$ cat src/rtl/ex_muldiv_unit.sv
// ex_muldiv_unit: iterative radix-2 RV32M multiply/divide for the EX stage.
// Rev 1.0 -- one result bit per cycle; stalls the front end while busy.
`default_nettype none

module ex_muldiv_unit #(
  parameter int XLEN = 32
) (
  input  logic            clk,
  input  logic            rst,
  input  logic            start,
  input  logic [2:0]      op,
  input  logic [XLEN-1:0] rs1_val,
  input  logic [XLEN-1:0] rs2_val,
  input  logic            advance,
  input  logic            flush,
  output logic            stall,
  output logic            result_valid,
  output logic [XLEN-1:0] result
);

  localparam int CW = $clog2(XLEN) + 1;
  localparam logic [XLEN-1:0] MIN_NEG = {1'b1, {(XLEN-1){1'b0}}};

  typedef enum logic [1:0] {IDLE = 2'd0, CALC = 2'd1, DONE = 2'd2} state_t;

  state_t              state_q, state_d;
  logic [CW-1:0]       count_q, count_d;
  logic [2:0]          op_q, op_d;
  logic [XLEN-1:0]     a_q, a_d, b_q, b_d;
  logic [2*XLEN-1:0]   acc_q, acc_d;
  logic                neg_q, neg_d, rneg_q, rneg_d;
  logic [XLEN-1:0]     result_q, result_d;
  logic                valid_q, valid_d;

  logic                a_signed, b_signed, rs1_neg, rs2_neg, is_div;
  logic [XLEN-1:0]     rs1_mag, rs2_mag;
  logic [XLEN:0]       mul_sum;
  logic [XLEN:0]       div_top;
  logic [XLEN+1:0]     div_diff;
  logic [2*XLEN-1:0]   div_shift, mul_next, div_next, acc_step, prod;
  logic [XLEN-1:0]     quot, rem, final_res;

  assign stall        = rst && start && !flush && (state_q != DONE);
  assign result_valid = valid_q;
  assign result       = result_q;

  always_comb begin
    a_signed = (op == 3'b001) || (op == 3'b010) || (op == 3'b100) || (op == 3'b110);
    b_signed = (op == 3'b001) || (op == 3'b100) || (op == 3'b110);
    is_div   = op[2];
    rs1_neg  = a_signed && rs1_val[XLEN-1];
    rs2_neg  = b_signed && rs2_val[XLEN-1];
    rs1_mag  = rs1_neg ? -rs1_val : rs1_val;
    rs2_mag  = rs2_neg ? -rs2_val : rs2_val;

    // Multiply: acc = {partial product, remaining multiplier bits}, shifted right.
    mul_sum  = {1'b0, acc_q[2*XLEN-1:XLEN]} + (acc_q[0] ? {1'b0, a_q} : {(XLEN+1){1'b0}});
    mul_next = {mul_sum, acc_q[XLEN-1:1]};

    // Divide: acc = {partial remainder, dividend/quotient bits}, shifted left.
    div_shift = {acc_q[2*XLEN-2:0], 1'b0};
    div_top   = acc_q[2*XLEN-1:XLEN-1];
    div_diff  = {1'b0, div_top} - {2'b00, b_q};
    div_next  = div_diff[XLEN+1] ? div_shift
                                 : {div_diff[XLEN-1:0], div_shift[XLEN-1:1], 1'b1};

    acc_step = op_q[2] ? div_next : mul_next;
    prod     = neg_q ? -acc_step : acc_step;
    quot     = neg_q ? -acc_step[XLEN-1:0] : acc_step[XLEN-1:0];
    rem      = rneg_q ? -acc_step[2*XLEN-1:XLEN] : acc_step[2*XLEN-1:XLEN];
    case (op_q)
      3'b000:                 final_res = prod[XLEN-1:0];
      3'b001, 3'b010, 3'b011: final_res = prod[2*XLEN-1:XLEN];
      3'b100, 3'b101:         final_res = quot;
      default:                final_res = rem;
    endcase
  end

  always_comb begin
    state_d  = state_q;
    count_d  = count_q;
    op_d     = op_q;
    a_d      = a_q;
    b_d      = b_q;
    acc_d    = acc_q;
    neg_d    = neg_q;
    rneg_d   = rneg_q;
    result_d = result_q;
    valid_d  = valid_q;

    case (state_q)
      IDLE: begin
        if (start) begin
          op_d    = op;
          a_d     = rs1_mag;
          b_d     = rs2_mag;
          neg_d   = rs1_neg ^ rs2_neg;
          rneg_d  = rs1_neg;
          count_d = '0;
          if (is_div && (rs2_val == '0)) begin
            result_d = op[1] ? rs1_val : '1;
            valid_d  = 1'b1;
            state_d  = DONE;
          end else if (is_div && !op[0] && (rs1_val == MIN_NEG) && (rs2_val == '1)) begin
            result_d = op[1] ? '0 : MIN_NEG;
            valid_d  = 1'b1;
            state_d  = DONE;
          end else begin
            acc_d   = {{XLEN{1'b0}}, (is_div ? rs1_mag : rs2_mag)};
            state_d = CALC;
          end
        end
      end
      CALC: begin
        acc_d   = acc_step;
        count_d = count_q + CW'(1);
        if (count_q == CW'(XLEN-1)) begin
          result_d = final_res;
          valid_d  = 1'b1;
          state_d  = DONE;
        end
      end
      DONE: begin
        if (advance) begin
          valid_d = 1'b0;
          state_d = IDLE;
        end
      end
      default: state_d = IDLE;
    endcase

    // A killed instruction must never deliver a result.
    if (flush) begin
      state_d = IDLE;
      valid_d = 1'b0;
    end
  end

  always_ff @(posedge clk) begin
    if (!rst) begin
      state_q  <= IDLE;
      count_q  <= '0;
      op_q     <= '0;
      a_q      <= '0;
      b_q      <= '0;
      acc_q    <= '0;
      neg_q    <= 1'b0;
      rneg_q   <= 1'b0;
      result_q <= '0;
      valid_q  <= 1'b0;
    end else begin
      state_q  <= state_d;
      count_q  <= count_d;
      op_q     <= op_d;
      a_q      <= a_d;
      b_q      <= b_d;
      acc_q    <= acc_d;
      neg_q    <= neg_d;
      rneg_q   <= rneg_d;
      result_q <= result_d;
      valid_q  <= valid_d;
    end
  end

endmodule

`default_nettype wire

$ cat config.mk
export PLATFORM = sky130hd
export DESIGN_NAME = ex_muldiv_unit
export DESIGN_NICKNAME = d
export VERILOG_FILES = /design/src/rtl/ex_muldiv_unit.sv
export SDC_FILE = /design/constraint.sdc
export NUM_CORES = 1
export LEC_CHECK = 0
export BUFFER_PORTS_ARGS = -buffer_cell sky130_fd_sc_hd__buf_4
export CAP_MARGIN = 10
export CORE_AREA = 2 2 180 182
export CTS_CLUSTER_SIZE = 40
export DETAILED_ROUTE_END_ITERATION = 10
export DIE_AREA = 0 0 182 184
export GPL_TIMING_DRIVEN = 0
export PLACE_DENSITY = 0.8
export REMOVE_ABC_BUFFERS = 1
export SLEW_MARGIN = 20
export SYNTH_ARGS = -nofsm -noshare
export SYNTH_HDL_FRONTEND = slang
export SYNTH_SLANG_ARGS = --single-unit
$ cat constraint.sdc
create_clock -name clk -period 11 [get_ports clk]
set_input_delay 0.55 -clock clk [delete_from_list [all_inputs] [get_ports clk]]
set_output_delay 0.55 -clock clk [all_outputs]
set_load 0.005 [all_outputs]
## Word-level counts from Yosys, hierarchy flattened

Cells that the tools add are included.

| word-level totals | value |
|---|---|
| bits in registers | 174 |
| bits of input ports | 72 |
| output and inout port bits | 34 |
| logic and storage cells | 106 |

| cells by class | value |
|---|---|
| eq/ne operators | 21 |
| bitwise gates (word level) | 2 |
| add/sub/neg operators | 8 |
| reduce and logical (&&, ||, !) cells | 30 |
| mux-type cells | 35 |

Operator list:

| operator | count |
|---|---|
| 32-bit two-way mux | 12 |
| 64-bit two-way mux | 6 |
| 32-bit negator | 4 |
| 64-bit one-hot mux with 2 select lines | 1 |
| 32-bit one-hot mux with 3 select lines | 1 |
| 32-bit equality test, second input constant | 2 |
| 64-bit negator | 1 |
| 32-bit one-hot mux with 2 select lines | 1 |
| 33-bit by 32-bit subtractor with 34-bit output | 1 |
| 32-bit by 32-bit adder with 33-bit output | 1 |
| 32-bit logical NOT | 1 |
| 3-bit equality test, second input constant | 4 |
| 2-bit != test, second input constant | 6 |
| 6-bit one-hot mux with 2 select lines | 1 |
| 2-bit two-way mux | 5 |
| 3-bit by 2-bit equality test with 1-bit output, second input constant | 3 |
| 1-bit logical AND | 9 |
| 4-bit AND reduction | 2 |
| 6-bit by 1-bit adder with 6-bit output, second input constant | 1 |
| 3-bit by 1-bit equality test with 1-bit output, second input constant | 2 |
| 6-bit by 5-bit equality test with 1-bit output, second input constant | 1 |
| 6-bit two-way mux | 1 |
| 2-bit one-hot mux with 3 select lines | 1 |
| 1-bit logical OR | 5 |
| 17 further kinds | 24 |

## Longest topological paths before layout

Gate-level depths: netlist (run 1).

| logic depth | value |
|---|---|
| word-level depth | 11 |
| depth in mapped cells | 22 |
| mapped depth without buffers | 20 |

## Worst setup path after synthesis (run 1)

Ideal clock, no wire load.

| timing | value |
|---|---|
| path kind | register to register |
| start | reg b_q[3] |
| end | reg result_q[28] (netlist: result[28]) |
| arrival | 5060 ps |
| setup slack | 5849 ps |
| buffers on the path | 2 |
| setup time | 91 ps |
| stages on the path, launching flop included | 22 |
| data required time | 10909 ps |
| clock period less this slack | 5151 ps |
| path through | dfxtp_1 > inv_1 > ha_1 > a21o_1 > a21oi_1 > a21o_1 > a211o_1 > clkbuf_1 > a31oi_1 > inv_1 > ha_1 > o2111ai_1 > nor3_1 > nor4b_1 > nand3_1 > or2_2 > clkbuf_1 > or3_1 > o41ai_2 > xnor2_1 > a21oi_1 > a311oi_1 |

| between the ends | value |
|---|---|
| longest elaborated chain between the ends | 8 |
| elaborated cells on any way between the ends | 12 |
| classes of those cells | add/sub: 4; mux: 8 |

RTL lines:

| item | RTL line | RTL |
|---|---|---|
| start: declaration | 29 | `logic [XLEN-1:0] a_q, a_d, b_q, b_d;` |
| start signal: assignment | 145 | `b_q <= '0;` |
| start signal: assignment | 156 | `b_q <= b_d;` |
| 33-bit by 32-bit subtractor with 34-bit output (*) | 63 | `div_diff = {1'b0, div_top} - {2'b00, b_q};` |
| 64-bit two-way mux (*) | 64 | `div_next = div_diff[XLEN+1] ? div_shift` |
| 64-bit two-way mux (*) | 67 | `acc_step = op_q[2] ? div_next : mul_next;` |
| 64-bit negator, or another cell as far along | 68 | `prod = neg_q ? -acc_step : acc_step;` |
| 64-bit two-way mux, or another cell as far along | 68 |  |
| 32-bit one-hot mux with 3 select lines (*) | 71 | `case (op_q)` |
| 32-bit two-way mux (*) | 117 | `if (count_q == CW'(XLEN-1)) begin` |
| 32-bit one-hot mux with 2 select lines (*) | 91 | `case (state_q)` |
| end signal: assignment | 160 | `result_q <= result_d;` |
| end: declaration | 32 | `logic [XLEN-1:0] result_q, result_d;` |

Every way passes the cells marked *; elsewhere a longest branch is shown, timed or not. The select of a mux whose other input is x is not followed.
A chain may end at the register's enable or synchronous reset.

## Worst setup path in the final report (run 1)

| timing | value |
|---|---|
| start | reg b_q[1] |
| end | reg result_q[28] (netlist: result[28]) |

The elaborated chain is that of the path after synthesis.

==> results of run 1 <==
==> power by group through the flow <==
stage                     Combinational, uW  Clock, uW  Sequential, uW
after global routing                    773        664             719
final                                   726        647             714
after detailed placement                689          0             726
after global placement                  661          0             730
after CTS                               696        644             712
after floorplan                         447          0             717
==> per-layer routing <==
| layer | vias to the layer above | part of all wire, % | track usage [%] |
|---|---|---|---|
| li1 | 8297 | - | - |
| met1 | 8717 | 41 | 49.2 |
| met2 | 1179 | 43 | 56.0 |
| met3 | 226 | 11 | 7.21 |
| met4 | 0 | 5.0 | 18.2 |
| met5 | - | 0 | 0 |
==> kinds of logic after synthesis <==
kind of cell               Yosys count
and+or+nand+nor                    780
xor gates and xnor gates           176
adders and majority gates           72
buffers and inverters              214
muxes                               78
DFF                                174
AOI/OAI and AO/OA                  764
==> cells in the mapped netlist (9+ instances only) <==
library cell / n / area, um2
nand3_1: 47 / 235
a21oi_1: 141 / 706
nor2_1: 152 / 571
nand2_1: 252 / 946
buf_2: 11 / 55.1
ha_1: 70 / 876
or2_2: 12 / 75.1
xor2_1: 81 / 709
a221oi_1: 12 / 105
nand4_1: 33 / 206
xnor2_1: 95 / 832
mux2i_1: 72 / 721
o2111ai_1: 9 / 78.8
buf_1: 19 / 71.3
or4_1: 13 / 97.6
nor2b_1: 46 / 288
a21o_1: 29 / 218
a22oi_1: 28 / 210
o21ai_0: 218 / 1090
a311oi_1: 9 / 78.8
nor4_1: 15 / 93.8
o31ai_1: 21 / 158
o221ai_1: 13 / 114
o211ai_1: 79 / 593
or3_1: 25 / 156
a31oi_1: 37 / 231
o41ai_1: 14 / 123
and3_1: 18 / 113
and2_1: 56 / 350
a211oi_1: 22 / 165
inv_1: 63 / 236
nor3_1: 47 / 235
nand2b_1: 30 / 188
clkbuf_1: 117 / 439
o211a_1: 36 / 360
o21a_1: 12 / 90.1
dfxtp_1: 174 / 3480
==> state kept, by name, summed over array words and instances, names as in the netlist <==
| name | count |
|---|---|
| result_valid | 1 |
| rneg_q | 1 |
| state_q | 2 |
| result | 32 |
| acc_q | 64 |
| neg_q | 1 |
| a_q | 32 |
| count_q | 6 |
| b_q | 32 |
| op_q | 3 |
==> through the flow <==
stage	setup WS [ns]	instances	setup TNS [ns]	hold slack (ns)	power (uW)
final	4.14	2667	0	0.365	2090
after global routing	3.94	2666	0	0.383	2160
after CTS	4.41	2666	0	0.372	2050
after detailed placement	4.47	2635	0	0.435	1420
after global placement	-0.197	2616	-0.812	0.429	1390
after floorplan	3.65	2109	0	0.417	1160
==> path summary, 6_finish.rpt <==
check | end | from | slack [ns] | depth (start not counted)
worst max-delay path | result[28]$_SDFFE_PN0P_ | b_q[1]$_SDFFE_PN0P_ | 4.14 | 19
worst max register to register | result[28]$_SDFFE_PN0P_ | b_q[1]$_SDFFE_PN0P_ | 4.14 | 19
worst min-delay path | op_q[0]$_SDFFE_PN0P_ | op[0] | 0.36 | 2
worst min register to register | a_q[25]$_SDFFE_PN0P_ | a_q[25]$_SDFFE_PN0P_ | 0.45 | 2
==> final cells by class <==
class / instances / share of cell area (%)
clock buffer: 21 / 2.58
tap: 402 / 2.76
multi-input combinational: 1870 / 67.4
sequential: 174 / 19.1
inverter: 65 / 1.34
timing repair buffer: 124 / 6.09
clock inverter: 10 / 0.693
antenna: 1 / 0.0137
==> summary.txt, run 1 <==
VDD IR max: 102 uV
1st-pass router iterations: 6
Internal power: 1280 uW
Ys flop type: dfxtp_1
Placer Congestion: 1.04
Syn-to-layout area delta: 10.5%
Root buf cell: clkbuf_16
DR vias/cell: 6.91
Vias: 18400
Initial antenna violation count: 1
Min-Delay Path Class: input port to register
Finished Cell Area: 0.0182 mm2
Port Buf Inserts: 105
Critical Path Start Type: register
Period utilization: 62.4%
Final ANT Viol Nets: 0
Worst-Skew Late Latency: 0.46 ns
Clk pwr share: 31.0%
GRT Resource Usage Total: 36.6%
Simple-Gate Fraction of Synth Area: 23.4%
Syn avg cell area: 7.31 um2
Static Leak: 0.00729 uW
Row cnt: 65
Highest fanout seen on the critical path: 17
Resize count post-CTS: 0
Final routed DRC violation total: 0
P per Cell Area: 114 mW/mm2
XOR/XNOR Fraction of Synth Area: 9.34%
Max stage delay on crit path: 0.73 ns
Clk sinks: 174
Flop pwr share: 34.2%
Largest net degree at the start of global routing: 109
Core ar.: 0.0314 mm2
Fin Clk Skew: 0.0143 ns
Adder-Cell Fraction of Synth Area: 5.55%
Gr ovfl total: 0
Max clock buf depth: 2
Post-synth EDFFs: 0
Starting DRT DRC Count: 2501
Setup-failing EPs final: 0
Seq/Total Area, Yosys: 21.1%
Num CTS Buffers: 17
FF+latch area: 0.00349 mm2
CP Data Arrival Time: 7.22 ns
I/O pin total: 106
Mux cell area share after synthesis: 4.77%
Slew headroom: 21.1%
Avg WL per Cell: 23.6 um
Fill count: 2955
Post-synthesis cell type count: 88
Critical path type: register to register
Post-DP HPWL: 47100 um
CTS tree: yes
Setup crit end kind: register
Final min period: 6.86 ns
Net Switching: 803 uW
Total Nets Final: 2396
WP buf/inv: 2
Combinational power share: 34.8%
H-tree Lvls: 4
Clk pin slew, worst setup/hold paths: 0.07 ns
Hold_buf cts: 0
Count of pins over their slew limit: 0
Die Height: 184 um
Dpl cell area: 0.0176 mm2
Ys async rst share: 0%
Global-route wire length before repair: 95900 um
Most common cell after layout, fill and taps aside: nand2_1
Post-CTS Setup Inserts: 0
Starting density of the core: 52.6%
#FFs+latches synth: 174
Die Footprint: 0.0335 mm2
Max-cap violations: 0
FMAX: 146 MHz
Synth warn: 0
Data required, critical path: 11.36 ns
Number of global-route vias before repair: 17000
Synthesized cell area: 0.0165 mm2
RSZ-0062 raised after global routing: no
Slowest cell on crit path: a211o_1
Sw Ratio: 38.5%
Commonest cells after routing, fill and taps aside: 251 x nand2_1, 217 x o21ai_0, 171 x dfxtp_1
CP delay by family, top: compound AO/OA/AOI/OAI gates
Syn Inst Count: 2258
CP Cell Sequence: inv_1 > ha_1 > nor2b_1 > o2111ai_1 > a21o_1 > a211o_1 > a31oi_1 > inv_1 > ha_1 > o2111ai_1 > nor3_1 > nor4b_2 > nand3_1 > or2_2 > or3_1 > o41ai_2 > xnor2_1 > a21oi_1 > a311oi_1
Fraction of layout cells with a size suffix above 1: 9.81%
Outcome: completed
Largest family of logic cells by synthesized area: compound AO/OA/AOI/OAI gates
Final hold vios: 0
Compound-gate portion of the synthesized area: 30.8%
Slew @ Worst Pin: 1.18 ns
Final wirelength: 63000 um
Multi-input logic area: 0.0123 mm2
Die X: 182 um
Fin util: 58.1%
Power figures use the tool's default switching activity.
==> run 2: changes to the inputs <==
==> constraint.sdc (replaced) <==
create_clock -name clk -period 6.5 [get_ports clk]
set_input_delay 0.325 -clock clk [delete_from_list [all_inputs] [get_ports clk]]
set_output_delay 0.325 -clock clk [all_outputs]
set_load 0.005 [all_outputs]
==> summary.txt, run 2 (same netlist as run 1, synthesis figures left out) <==
Outcome: completed (unchanged)
Fin Clk Skew: 0.0138 ns (was 0.0143 ns)
Starting density of the core: 52.6% (unchanged)
Crit. Startpoint: b_q[3]$_SDFFE_PN0P_ (was b_q[1]$_SDFFE_PN0P_)
GRT Resource Usage Total: 36.7% (was 36.6%)
Fraction of layout cells with a size suffix above 1: 9.94% (was 9.81%)
RSZ-0062 raised after global routing: no (unchanged)
Clk sinks: 174 (unchanged)
Fill count: 2955 (unchanged)
Row cnt: 65 (unchanged)
Highest fanout seen on the critical path: 17 (unchanged)
Worst-Skew Late Latency: 0.47 ns (was 0.46 ns)
Gr ovfl total: 0 (unchanged)
Total Nets Final: 2396 (unchanged)
Critical Path Start Type: register (unchanged)
Final hold vios: 0 (unchanged)
Data required, critical path: 6.87 ns (was 11.36 ns)
Global-route wire length before repair: 95900 um (about the same)
VDD IR max: 174 uV (was 102 uV)
Static Leak: 0.00729 uW (about the same)
Worst hold path startpoint: op[0] (unchanged)
CP Data Arrival Time: 6.61 ns (was 7.22 ns)
Placed cells: 2635 (unchanged)
Max clock buf depth: 2 (unchanged)
Number of global-route vias before repair: 17000 (about the same)
Post-DP HPWL: 47100 um (unchanged)
Clk pin slew, worst setup/hold paths: 0.07 ns (about the same)
Critical path type: register to register (unchanged)
Num CTS Buffers: 17 (unchanged)
P per Cell Area: 193 mW/mm2 (was 114 mW/mm2)
Most common cell after layout, fill and taps aside: nand2_1 (unchanged)
Commonest cells after routing, fill and taps aside: 251 x nand2_1, 216 x o21ai_0, 171 x dfxtp_1 (was 251 x nand2_1, 217 x o21ai_0, 171 x dfxtp_1)
Vias: 18300 (was 18400)
CP Cell Sequence: inv_1 > ha_1 > a21o_1 > a21oi_1 > a21o_1 > a211o_2 > a31oi_1 > inv_1 > ha_1 > o2111ai_1 > nor3_1 > nor4b_4 > nand3_1 > or2_2 > or3_1 > o41ai_2 > xnor2_1 > a21oi_1 > a311oi_1 (was inv_1 > ha_1 > nor2b_1 > o2111ai_1 > a21o_1 > a211o_1 > a31oi_1 > inv_1 > ha_1 > o2111ai_1 > nor3_1 > nor4b_2 > nand3_1 > or2_2 > or3_1 > o41ai_2 > xnor2_1 > a21oi_1 > a311oi_1)
Largest net degree at the start of global routing: 109 (unchanged)
Final min period: 6.24 ns (was 6.86 ns)
Die Height: 184 um (unchanged)
Syn-to-layout area delta: 10.7% (was 10.5%)
Post-CTS Setup Inserts: 0 (unchanged)
Min-Delay Path Class: input port to register (unchanged)
Setup TNS Final: 0 ns (unchanged)
Core ar.: 0.0314 mm2 (unchanged)
Setup crit end kind: register (unchanged)
Max stage delay on crit path: 0.59 ns (was 0.73 ns)
Max-cap violations: 0 (unchanged)
Final wirelength: 63100 um (was 63000 um)
1st-pass router iterations: 6 (unchanged)
Slew headroom: 20.5% (was 21.1%)
Placer Congestion: 1.04 (unchanged)
Slowest cell on crit path: a21oi_1 (was a211o_1)
Die Footprint: 0.0335 mm2 (unchanged)
Diode count: 0 (was 1)
Fin util: 58.2% (was 58.1%)
Finished Layout Cells: 2666 (was 2667)
Avg WL per Cell: 23.7 um (was 23.6 um)
CTS tree: yes (unchanged)
Setup-failing EPs final: 0 (unchanged)
DR vias/cell: 6.88 (was 6.91)
Reg2reg start: b_q[3]$_SDFFE_PN0P_ (was b_q[1]$_SDFFE_PN0P_)
Initial antenna violation count: 1 (unchanged)
I/O pin total: 106 (unchanged)
Final routed DRC violation total: 0 (unchanged)
Period utilization: 96.0% (was 62.4%)
FMAX: 160 MHz (was 146 MHz)
Slew @ Worst Pin: 1.19 ns (was 1.18 ns)
Port Buf Inserts: 105 (unchanged)
H-tree Lvls: 4 (unchanged)
Final ANT Viol Nets: 0 (unchanged)
Root buf cell: clkbuf_16 (unchanged)
Count of pins over their slew limit: 0 (unchanged)
Die X: 182 um (unchanged)
Max reg flops: 64 (unchanged)
Starting DRT DRC Count: 2647 (was 2501)
Most flops, register: acc_q (unchanged)
run 2: cell type report:
| class | instances | area [um2] | area share [%] |
|---|---|---|---|
| multi-input combinational | 1870 | 12300 | 67.5 |
| inverter | 65 | 245 | 1.34 |
| tap | 402 | 503 | 2.75 |
| timing repair buffer | 124 | 1110 | 6.08 |
| clock buffer | 21 | 470 | 2.57 |
| clock inverter | 10 | 126 | 0.692 |
| sequential | 174 | 3490 | 19.1 |
run 2: critical path: cells and delay by family, from the launching register on:
| kind | cells | cell delay (ns) |
|---|---|---|
| and+or+nand+nor | 5 | 2.00 |
| AOI/OAI and AO/OA | 9 | 2.89 |
| DFF | 1 | 0.33 |
| adders and majority gates | 2 | 0.55 |
| xor gates and xnor gates | 1 | 0.17 |
| buffers and inverters | 2 | 0.20 |
run 2: timing repair:
| action | CTS | global route |
|---|---|---|
| gates cloned | 0 | 0 |
| resized for setup | 2 | 4 |
| hold buffers | 0 | 0 |
| hold endpoints to repair | 0 | 0 |
| setup endpoints to repair | 1 | 7 |
run 2: worst paths after layout:
kind / end / slack, ns / cells after the start
setup / recovery: result[28]$_SDFFE_PN0P_ / 0.26 / 19
hold / removal: op_q[0]$_SDFFE_PN0P_ / 0.16 / 2
setup reg to reg: result[28]$_SDFFE_PN0P_ / 0.26 / 19
hold reg to reg: a_q[25]$_SDFFE_PN0P_ / 0.45 / 2
run 2: through the flow:
| step | cell area [um2] | hold slack [ns] | power [uW] | setup WS (ns) |
|---|---|---|---|---|
| 2_1_floorplan | 15900 | 0.417 | 1970 | -0.847 |
| 3_3_place_gp | 17200 | 0.429 | 2350 | -4.70 |
| 3_5_place_dp | 17600 | 0.435 | 2400 | -0.0342 |
| 4_1_cts | 18200 | 0.147 | 3470 | 0.212 |
| 5_1_grt | 18300 | 0.158 | 3650 | 0.0422 |
| 6_report | 18300 | 0.158 | 3530 | 0.257 |
run 2: per-layer routing:
layer / global-route usage [%] / routed length (um) / vias up
li1: - / - / 8307
met1: 49.2 / 25800 / 8616
met2: 55.9 / 27000 / 1205
met3: 7.31 / 7230 / 218
met4: 18.5 / 3040 / 0
met5: 0 / 0 / -
run 2: power breakdown:
| part | internal, uW | switching, uW |
|---|---|---|
| clock network | 602 | 493 |
| registers | 1140 | 72.5 |
| logic | 436 | 794 |
